### src/rtl/piccolo_ctrl_pkg.sv
// piccolo_ctrl_pkg: shared state encoding and default round/index parameters for the Piccolo round controller
package piccolo_ctrl_pkg;
  localparam int DEF_R80 = 25;
  localparam int DEF_R128 = 31;
  localparam int DEF_IDX_W = 5;
  typedef enum logic [2:0] {
    IDLE  = 3'd0,
    LOAD  = 3'd1,
    ROUND = 3'd2,
    FINAL = 3'd3,
    DONE  = 3'd4
  } state_t;
endpackage

### src/rtl/piccolo_round_counter.sv
// piccolo_round_counter: round counter with clear, saturating increment and terminal-count compare against a dynamic limit
module piccolo_round_counter #(
  parameter int IDX_W = 5
) (
  input  logic             clk,
  input  logic             rst_n,
  input  logic             clr,
  input  logic             inc,
  input  logic [IDX_W-1:0] limit,
  output logic [IDX_W-1:0] cnt,
  output logic             tc
);
  assign tc = cnt == limit;
  always_ff @(posedge clk or negedge rst_n)
    if (!rst_n) cnt <= '0;
    else if (clr) cnt <= '0;
    else if (inc && !tc) cnt <= cnt + 1'b1;
endmodule

### src/rtl/piccolo_round_ctrl.sv
// piccolo_round_ctrl: Piccolo round sequencer (load, R rounds, post-whitening, result hold)
// Define PICCOLO_CTRL_ABORT_EN to add the abort input that forces any busy state back to IDLE.
module piccolo_round_ctrl
  import piccolo_ctrl_pkg::*;
#(
  parameter int R80   = DEF_R80,
  parameter int R128  = DEF_R128,
  parameter int IDX_W = DEF_IDX_W
) (
  input  logic             clk,
  input  logic             rst_n,
`ifdef PICCOLO_CTRL_ABORT_EN
  input  logic             abort,
`endif
  input  logic             start,
  input  logic             key128,
  input  logic             decrypt,
  input  logic             out_ready,
  output logic             ready,
  output logic             load_en,
  output logic             round_en,
  output logic             rp_bypass,
  output logic             whiten_post,
  output logic [IDX_W-1:0] rk_idx,
  output logic             out_valid
);
  state_t state, state_n;
  logic key128_q, decrypt_q, clr, inc, tc, kill;
  logic [IDX_W-1:0] cnt, lim;
  assign lim = key128_q ? IDX_W'(R128 - 1) : IDX_W'(R80 - 1);
`ifdef PICCOLO_CTRL_ABORT_EN
  assign kill = abort && state != IDLE;
`else
  assign kill = 1'b0;
`endif
  piccolo_round_counter #(.IDX_W(IDX_W)) u_cnt (
    .clk(clk), .rst_n(rst_n), .clr(clr), .inc(inc), .limit(lim), .cnt(cnt), .tc(tc)
  );
  always_ff @(posedge clk or negedge rst_n)
    if (!rst_n) begin
      state <= IDLE;
      key128_q <= 1'b0;
      decrypt_q <= 1'b0;
    end else begin
      state <= state_n;
      if (state == IDLE && start) begin
        key128_q <= key128;
        decrypt_q <= decrypt;
      end
    end
  // Abort overrides everything, including the round advance and out_ready.
  always_comb begin
    state_n = state;
    clr = 1'b0;
    inc = 1'b0;
    case (state)
      IDLE:  state_n = start ? LOAD : IDLE;
      LOAD: begin
        clr = 1'b1;
        state_n = ROUND;
      end
      ROUND: begin
        inc = !tc;
        clr = tc;
        state_n = tc ? FINAL : ROUND;
      end
      FINAL: state_n = DONE;
      DONE:  state_n = out_ready ? IDLE : DONE;
      default: begin
        clr = 1'b1;
        state_n = IDLE;
      end
    endcase
    if (kill) begin
      state_n = IDLE;
      clr = 1'b1;
      inc = 1'b0;
    end
  end
  assign ready       = state == IDLE;
  assign load_en     = state == LOAD;
  assign round_en    = state == ROUND;
  assign rp_bypass   = round_en && tc;
  assign whiten_post = state == FINAL;
  assign out_valid   = state == DONE;
  assign rk_idx      = round_en ? (decrypt_q ? lim - cnt : cnt) : '0;
endmodule
### config.mk
export PLATFORM = sky130hd
export DESIGN_NAME = piccolo_round_ctrl
export DESIGN_NICKNAME = d
export VERILOG_FILES = /design/src/rtl/piccolo_ctrl_pkg.sv /design/src/rtl/piccolo_round_counter.sv /design/src/rtl/piccolo_round_ctrl.sv
export SDC_FILE = /design/constraint.sdc
export NUM_CORES = 1
export LEC_CHECK = 0
export ABC_AREA = 1
export CAP_MARGIN = 20
export CELL_PAD_IN_SITES_DETAIL_PLACEMENT = 0
export CELL_PAD_IN_SITES_GLOBAL_PLACEMENT = 2
export CORE_ASPECT_RATIO = 1.25
export CORE_MARGIN = 3
export CORE_UTILIZATION = 36
export CTS_CLUSTER_DIAMETER = 50
export DETAILED_ROUTE_END_ITERATION = 8
export DONT_BUFFER_PORTS = 1
export GPL_ROUTABILITY_DRIVEN = 0
export GPL_TIMING_DRIVEN = 1
export HOLD_SLACK_MARGIN = 0.03
export PLACE_DENSITY_LB_ADDON = 0.05
export SLEW_MARGIN = 30
export SYNTH_ARGS = -nofsm -noshare
export SYNTH_HDL_FRONTEND = slang
export SYNTH_SLANG_ARGS = --single-unit
### constraint.sdc
create_clock -name clk -period 2.5 [get_ports clk]
set_input_delay 0.5 -clock clk [delete_from_list [all_inputs] [get_ports clk]]
set_output_delay 0.5 -clock clk [all_outputs]
set_load 0.01 [all_outputs]
==> results of run 1 <==
==> power breakdown <==
part           internal (mW)  total [mW]  switching (mW)
Combinational          0.219       0.613           0.393
Sequential             0.228       0.342           0.114
Clock                 0.0885       0.152          0.0630
Total                  0.536        1.11           0.571
==> Yosys cell counts, drive strengths merged <==
library cell and n:
dfrtp 10, o21ai 5, xor2 2, o32ai 1, nor2 15, o211ai 1, nand4 1, nand3 11
mux2i 1, ha 4, nand2 22, inv 16, clkbuf 2, fa 1, a21oi 7
==> cell type report <==
class | instances | area (um2) | area share, %
flip-flops and latches | 10 | 251 | 30.9
inverters | 16 | 62.6 | 7.69
multi-input cells | 71 | 429 | 52.8
well taps | 19 | 23.8 | 2.92
repair buffers | 1 | 10.0 | 1.23
clock buffers | 4 | 36.3 | 4.46
==> metal layers <==
layer / global-route usage [%] / part of all wire, % / vias up
li1: - / - / 322
met2: 18.4 / 45 / 17
met5: 0 / 0 / -
met3: 3.79 / 7.4 / 4
met4: 5.93 / 1.4 / 0
met1: 17.9 / 46 / 285
==> cell families after synthesis <==
logic type,after synthesis
simple gates,49
buf+inv,18
compound gates,14
flops,10
fa+ha+maj,5
xor+xnor,2
mux,1
==> layout by cell type, fill, tap and decap left out <==
master	synthesis	layout
fa_1	1	1
a21oi_1	5	5
nor2_8	1	1
inv_2	3	3
inv_4	1	1
clkbuf_4	0	3
o21ai_2	1	1
dfrtp_1	10	9
xor2_1	2	2
inv_1	12	12
o32ai_1	1	1
nand3_1	11	11
clkbuf_8	0	1
nor2_1	12	12
nor2_4	1	1
mux2i_1	1	1
nand2_2	4	4
ha_1	4	4
a21oi_2	2	2
o21ai_0	4	4
dfrtp_2	0	1
nand2_1	17	17
o211ai_1	1	1
nor2_2	1	1
dlygate4sd3_1	0	1
nand2_4	1	1
nand4_1	1	1
==> flip-flops by register name, indices dropped and copies added (netlist names) <==
signal / count
decrypt_q: 1
key128_q: 1
state: 3
u_cnt.cnt: 5
==> how the worst max path moves through the flow <==
stage | from | slack (ns) | cells after the start | endpoint
4_1_cts | u_cnt.cnt[2] | 0.14 | 6 | rk_idx[4]
2_1_floorplan | u_cnt.cnt[2] | 0.65 | 7 | rk_idx[4]
6_report | u_cnt.cnt[2] | 0.24 | 6 | rk_idx[4]
3_3_place_gp | u_cnt.cnt[2] | 0.44 | 6 | rk_idx[4]
3_5_place_dp | u_cnt.cnt[2] | 0.45 | 6 | rk_idx[4]
5_1_grt | key128_q | 0.06 | 5 | rk_idx[4]
==> metrics by stage <==
step	area, um2	util (%)	hold slack, ns
after detailed placement	766	40.9	0.205
after global routing	813	43.4	0.331
after CTS	812	43.4	0.332
final	813	43.4	0.331
after floorplan	751	-	0.204
after global placement	766	40.9	0.205
==> timing repair <==
| action | CTS | global route |
|---|---|---|
| gates resized for setup | 0 | 1 |
| hold buffers | 1 | 0 |
| endpoints found under the hold margin | 10 | 0 |
| endpoints found under the setup margin | 0 | 1 |
==> critical path, cell delays in order, from the launching register on <==
cell	delay [ns]
dfrtp_2	0.45
inv_1	0.06
ha_1	0.36
inv_1	0.07
o21ai_0	0.25
a21oi_1	0.10
nor2_1	0.21
==> metrics.md, run 1 <==
| Metric | Value |
|---|---|
| VDD IR max | `approximately 0.00043 V` |
| MaxCap Viol Count | `0` |
| Worst hold stages | `1` |
| Die Area | `~2700 um2` |
| Seq/Total Area, Yosys | `around a third` |
| Post-DP HPWL | `between 1000 and 1500 um` |
| Setup TNS | `0 ns` |
| Reg2reg end | `u_cnt.cnt[0]` |
| CP endpoint kind | `primary output` |
| H-tree Lvls | `1` |
| Reg-to-reg slack, setup | `0.91 ns` |
| Hold path start | `out_ready` |
| Post-CTS Setup Repair Bufs | `0` |
| Setup Crit Path Kind | `reg2out` |
| Hold Path Class | `in2reg` |
| Post-Syn Area per Cell | `approximately 7.6 um2` |
| RSZ-0062 raised after global routing | `false` |
| Hold Crit Endpoint | `state[2]` |
| Period utilization | `between 90% and 100%` |
| Share of layout cells above drive strength 1 | `19.6%` |
| Register-to-Register Path Depth | `8` |
| Synth top area cells | `dfrtp_1, nand2_1, nand3_1` |
| Yosys top cell area share | `33.3%` |
| Lkg Pwr | `approximately 0.40 nW` |
| Critical path arrival | `roughly 1.8 ns` |
| Gr ovfl total | `0` |
| CTS tree | `yes` |
| Final max-slew violation count | `0` |
| Post-Synth Simple-Gate Area | `between 30% and 40%` |
| Final Critical Period | `2.26 ns` |
| ANT nets after route | `0` |
| Post-Synthesis Cells | `99` |
| Status | `complete, no violations` |
| Post-Syn Area | `751 um2` |
| Number of synthesized register bits | `10` |
| Total CTS buffers | `3` |
| Max Clock Freq | `between 400 and 500 MHz` |
| Die Width | `between 40 and 50 um` |
| Post-Route WL | `roughly 1600 um` |
| Area grow syn2layout | `8.33%` |
| Worst rel slew slack | `between 60% and 70%` |
| Total Routing Usage GR | `13.0%` |
| Longest Clk Path Bufs | `2` |
| Reg-to-reg critical path startpoint | `u_cnt.cnt[1]` |
| Detailed Routing Iterations Pass 1 | `4` |
| Clk_skew | `approximately 0.0036 ns` |
| Initial antenna violation count | `0` |
| Number of fill cells in the layout | `roughly 210` |
| Initial Util | `between 40% and 50%` |
| Wire per inst | `12.8 um` |
| DRC Markers | `0` |
| Vias in the first global route | `~580` |
| Placed instance count | `approximately 120` |
| Largest net degree at the start of global routing | `11` |
| Worst Setup Start Kind | `register` |
| Final WS setup | `between 0.2 and 0.25 ns` |
| PortBufs | `0` |
| Pwr Total | `~1.1 mW` |
| Measured slew at the worst slew-check pin | `around 0.47 ns` |
| Clock-pin slew on the worst setup and hold paths | `approximately 0.070 ns` |
| Via count | `628` |
| Post-Syn Nets | `110` |
| Worst path required time | `~2 ns` |
| Routed vias/inst | `roughly 5.2` |
| Distinct cells, synth | `25` |
| Setup Viol. Count Final | `0` |
| Worst slack at placement | `roughly 0.45 ns` |
| Chip Height | `57.1 um` |
| Core area | `approximately 1900 um2` |
| Max FO, Critical Path | `7` |
| Nets | `roughly 110` |
| Clk sinks | `10` |
| Row count | `17` |
| Compound-Gate Fraction of Synth Area | `approximately an eighth` |
| Xor-xnor portion of the synthesized cell area | `2.33%` |
| Power Density | `between 1000 and 1500 nW/um2` |
| Yosys top cell by area | `dfrtp_1` |
| Diode count | `0` |
| Clk root buf | `clkbuf_4` |
| Mux contribution to synthesized area | `1.33%` |
| Clk_lat worst skew | `between 0.2 and 0.3 ns` |
| Fin cells | `roughly 120` |
| Initial DRC count | `15` |
| Post-synthesis adder-cell area fraction | `under 10%` |
| Final hold vios | `0` |
| Global-route wire length before repair | `2550 um` |
| I/O pins | `17` |
| Synth warn | `0` |
| Largest family of logic cells by synthesized area | `simple AND/OR/NAND/NOR gates` |
(Power assumes the default switching activity.)
==> run 2, diff against run 1 <==
--- a/config.mk
+++ b/config.mk
@@ -9,7 +9,6 @@
 export CAP_MARGIN = 20
 export CELL_PAD_IN_SITES_DETAIL_PLACEMENT = 0
 export CELL_PAD_IN_SITES_GLOBAL_PLACEMENT = 2
-export CORE_ASPECT_RATIO = 1.25
 export CORE_MARGIN = 3
 export CORE_UTILIZATION = 36
 export CTS_CLUSTER_DIAMETER = 50
==> run 2 against run 1 <==
Via count decreased by 2.2%. Critical endpoint unchanged. Design area decreased by 0.92%. Clock power decreased by 32%. First-iteration DRC count decreased by 73%. Highest routed layer unchanged. Combinational power about the same. Setup slack improved by 0.010 ns. Sequential share of layout area increased by 0.13 points.
==> metrics.md, run 2 (synthesis gave the netlist of run 1 again) <==
| Metric | Value |
|---|---|
| Total CTS buffers | `3 (unchanged)` |
| Measured slew at the worst slew-check pin | `0.454 ns (-0.0148 ns)` |
| Status | `complete, no violations` |
| Clk_lat worst skew | `0.26 ns (about the same)` |
| Period utilization | `90.2% (-0.41 points)` |
| Critical path arrival | `1.75 ns (about the same)` |
| Diode count | `0 (unchanged)` |
| Clk root buf | `clkbuf_4` |
| PortBufs | `0 (unchanged)` |
| Hold path start | `out_ready` |
| Reg-to-reg critical path startpoint | `u_cnt.cnt[1]` |
| Core area | `1840 um2 (-1.7%)` |
| MaxCap Viol Count | `0 (unchanged)` |
| Die Area | `2670 um2 (-0.13%)` |
| Switching share of power | `52.8% (+1.2 points)` |
| Placement Cell Area | `773 um2 (+0.98%)` |
| Global-route wire length before repair | `2780 um (+8.9%)` |
| Commonest non-fill, non-tap cell in the layout | `nand2_1` |
| Worst Setup Start Kind | `register` |
| DRC Markers | `0 (unchanged)` |
| Flop pwr share | `32.1% (+1.2 points)` |
| Die Width | `51.7 um (+10%)` |
| Top flop regs | `u_cnt.cnt x5, state x3` |
| Max FO, Critical Path | `7 (unchanged)` |
| Initial antenna violation count | `0 (unchanged)` |
| Number of fill cells in the layout | `214 (unchanged)` |
| Share of layout cells above drive strength 1 | `17.8% (-1.8 points)` |
| Post-DP HPWL | `1210 um (-4.6%)` |
| Final hold vios | `0 (unchanged)` |
| Commonest cells after routing, fill and taps aside | `nand2_1, inv_1, nor2_1` |
| Register with the most flip-flops | `u_cnt.cnt` |
| Chip Height | `51.7 um (-9.4%)` |
| Final Cell Area | `806 um2 (-0.92%)` |
| Gr ovfl total | `0 (unchanged)` |
| Reg-to-reg slack, setup | `0.94 ns (+0.03 ns)` |
| Setup TNS | `0 ns (unchanged)` |
| Area grow syn2layout | `7.33%` |
| Initial Util | `40.8% (+0.71 points)` |
| Final max-slew violation count | `0 (unchanged)` |
| Setup Crit Path Kind | `reg2out` |
| Clk_skew | `0.00354 ns (-0.0000228 ns)` |
| Clock-pin slew on the worst setup and hold paths | `0.06 ns (about the same)` |
| Largest net degree at the start of global routing | `11 (unchanged)` |
| Final Critical Period | `2.25 ns (-0.0102 ns)` |
| Max reg flops | `5 (unchanged)` |
| Initial DRC count | `4 (-11)` |
| RSZ-0062 raised after global routing | `false` |
| Worst rel slew slack | `69.6% (+0.99 points)` |
| Logic pwr share | `58.1% (+2.7 points)` |
| Nets | `114 (unchanged)` |
| Worst hold stages | `1 (unchanged)` |
| Row count | `15 (-2)` |
| Via count | `614 (-2.2%)` |
| Clock power share | `9.8% (-3.9 points)` |
| Post-Route WL | `1530 um (-1.7%)` |
| Setup Viol. Count Final | `0 (unchanged)` |
| CTS tree | `yes` |
| Register-to-Register Path Depth | `8 (unchanged)` |
| Internal Power | `0.501 mW (-6.6%)` |
| Clk sinks | `10 (unchanged)` |
| VDD IR max | `0.000727 V (+68%)` |
| Reg2reg end | `u_cnt.cnt[0]` |
| Max Clock Freq | `444 MHz (+0.45%)` |
| Wire per inst | `12.1 um (-5.6%)` |
| Net Switching | `0.559 mW (-2.1%)` |
| Longest Clk Path Bufs | `2 (unchanged)` |
| Vias in the first global route | `636 (+9.3%)` |
| H-tree Lvls | `1 (unchanged)` |
| CP endpoint kind | `primary output` |
| Detailed Routing Iterations Pass 1 | `4 (unchanged)` |
| Hold Crit Endpoint | `state[2]` |
| Total Routing Usage GR | `13.9% (+0.88 points)` |
| ANT nets after route | `0 (unchanged)` |
| Power Density | `1310 nW/um2 (-3.4%)` |
| Lkg Pwr | `0.398 nW (-1.4%)` |
| I/O pins | `17 (unchanged)` |
| Worst path required time | `2.00 ns (about the same)` |
| Routed vias/inst | `4.87 (-6.1%)` |
| Hold Path Class | `in2reg` |
## run 2: how the worst max path moves through the flow
stage / startpoint / end / cells after the start
4_1_cts: u_cnt.cnt[2] / rk_idx[4] / 6
3_5_place_dp: u_cnt.cnt[2] / rk_idx[4] / 6
5_1_grt: u_cnt.cnt[2] / rk_idx[4] / 6
3_3_place_gp: u_cnt.cnt[2] / rk_idx[4] / 6
6_report: u_cnt.cnt[2] / rk_idx[4] / 6
2_1_floorplan: u_cnt.cnt[2] / rk_idx[4] / 7
## run 2: cell type report
cell class,count,area (um2),area share [%]
Clock buffer,3,22.5,2.80
Inverter,16,62.6,7.76
Multi-Input combinational cell,71,429,53.3
Sequential cell,10,250,31.1
Tap cell,25,31.3,3.88
Timing Repair Buffer,1,10.0,1.24
## run 2: per-layer routing
| metal | wire [um] | up-vias | share of wire, % | global-route usage (%) |
|---|---|---|---|---|
| met5 | 0 | - | 0 | 0 |
| met4 | 8 | 0 | 0.52 | 3.93 |
| met1 | 741 | 279 | 49 | 18.5 |
| li1 | - | 323 | - | - |
| met2 | 706 | 10 | 46 | 22.0 |
| met3 | 71 | 2 | 4.6 | 3.72 |
## run 2: critical path, stage by stage (launching register included)
cell	delay [ns]
dfrtp_1	0.47
inv_1	0.07
ha_1	0.35
inv_1	0.07
o21ai_0	0.23
a21oi_1	0.09
nor2_1	0.21
## run 2: power groups by stage
stage,sequential [mW],combinational [mW],clock (mW)
after floorplan,0.299,0.548,0
after global placement,0.344,0.627,0
after detailed placement,0.344,0.619,0
after CTS,0.342,0.625,0.111
after global routing,0.357,0.717,0.124
final,0.340,0.616,0.104
## run 2: what timing repair did
item                      4_1_cts  5_1_grt
hold buffers                    1        0
setup buffers                   0        0
hold endpoints to repair       10        0
gates resized for setup         0        0
## run 2: metrics by stage
step | worst slack [ns] | instances | hold slack [ns] | power (mW) | util, %
after floorplan | 0.655 | 99 | 0.204 | 0.847 | -
after global placement | 0.513 | 122 | 0.205 | 0.971 | 42.0
after detailed placement | 0.503 | 122 | 0.205 | 0.963 | 42.0
after CTS | 0.211 | 126 | 0.336 | 1.08 | 43.8
after global routing | 0.0369 | 126 | 0.330 | 1.20 | 43.8
final | 0.246 | 126 | 0.346 | 1.06 | 43.8
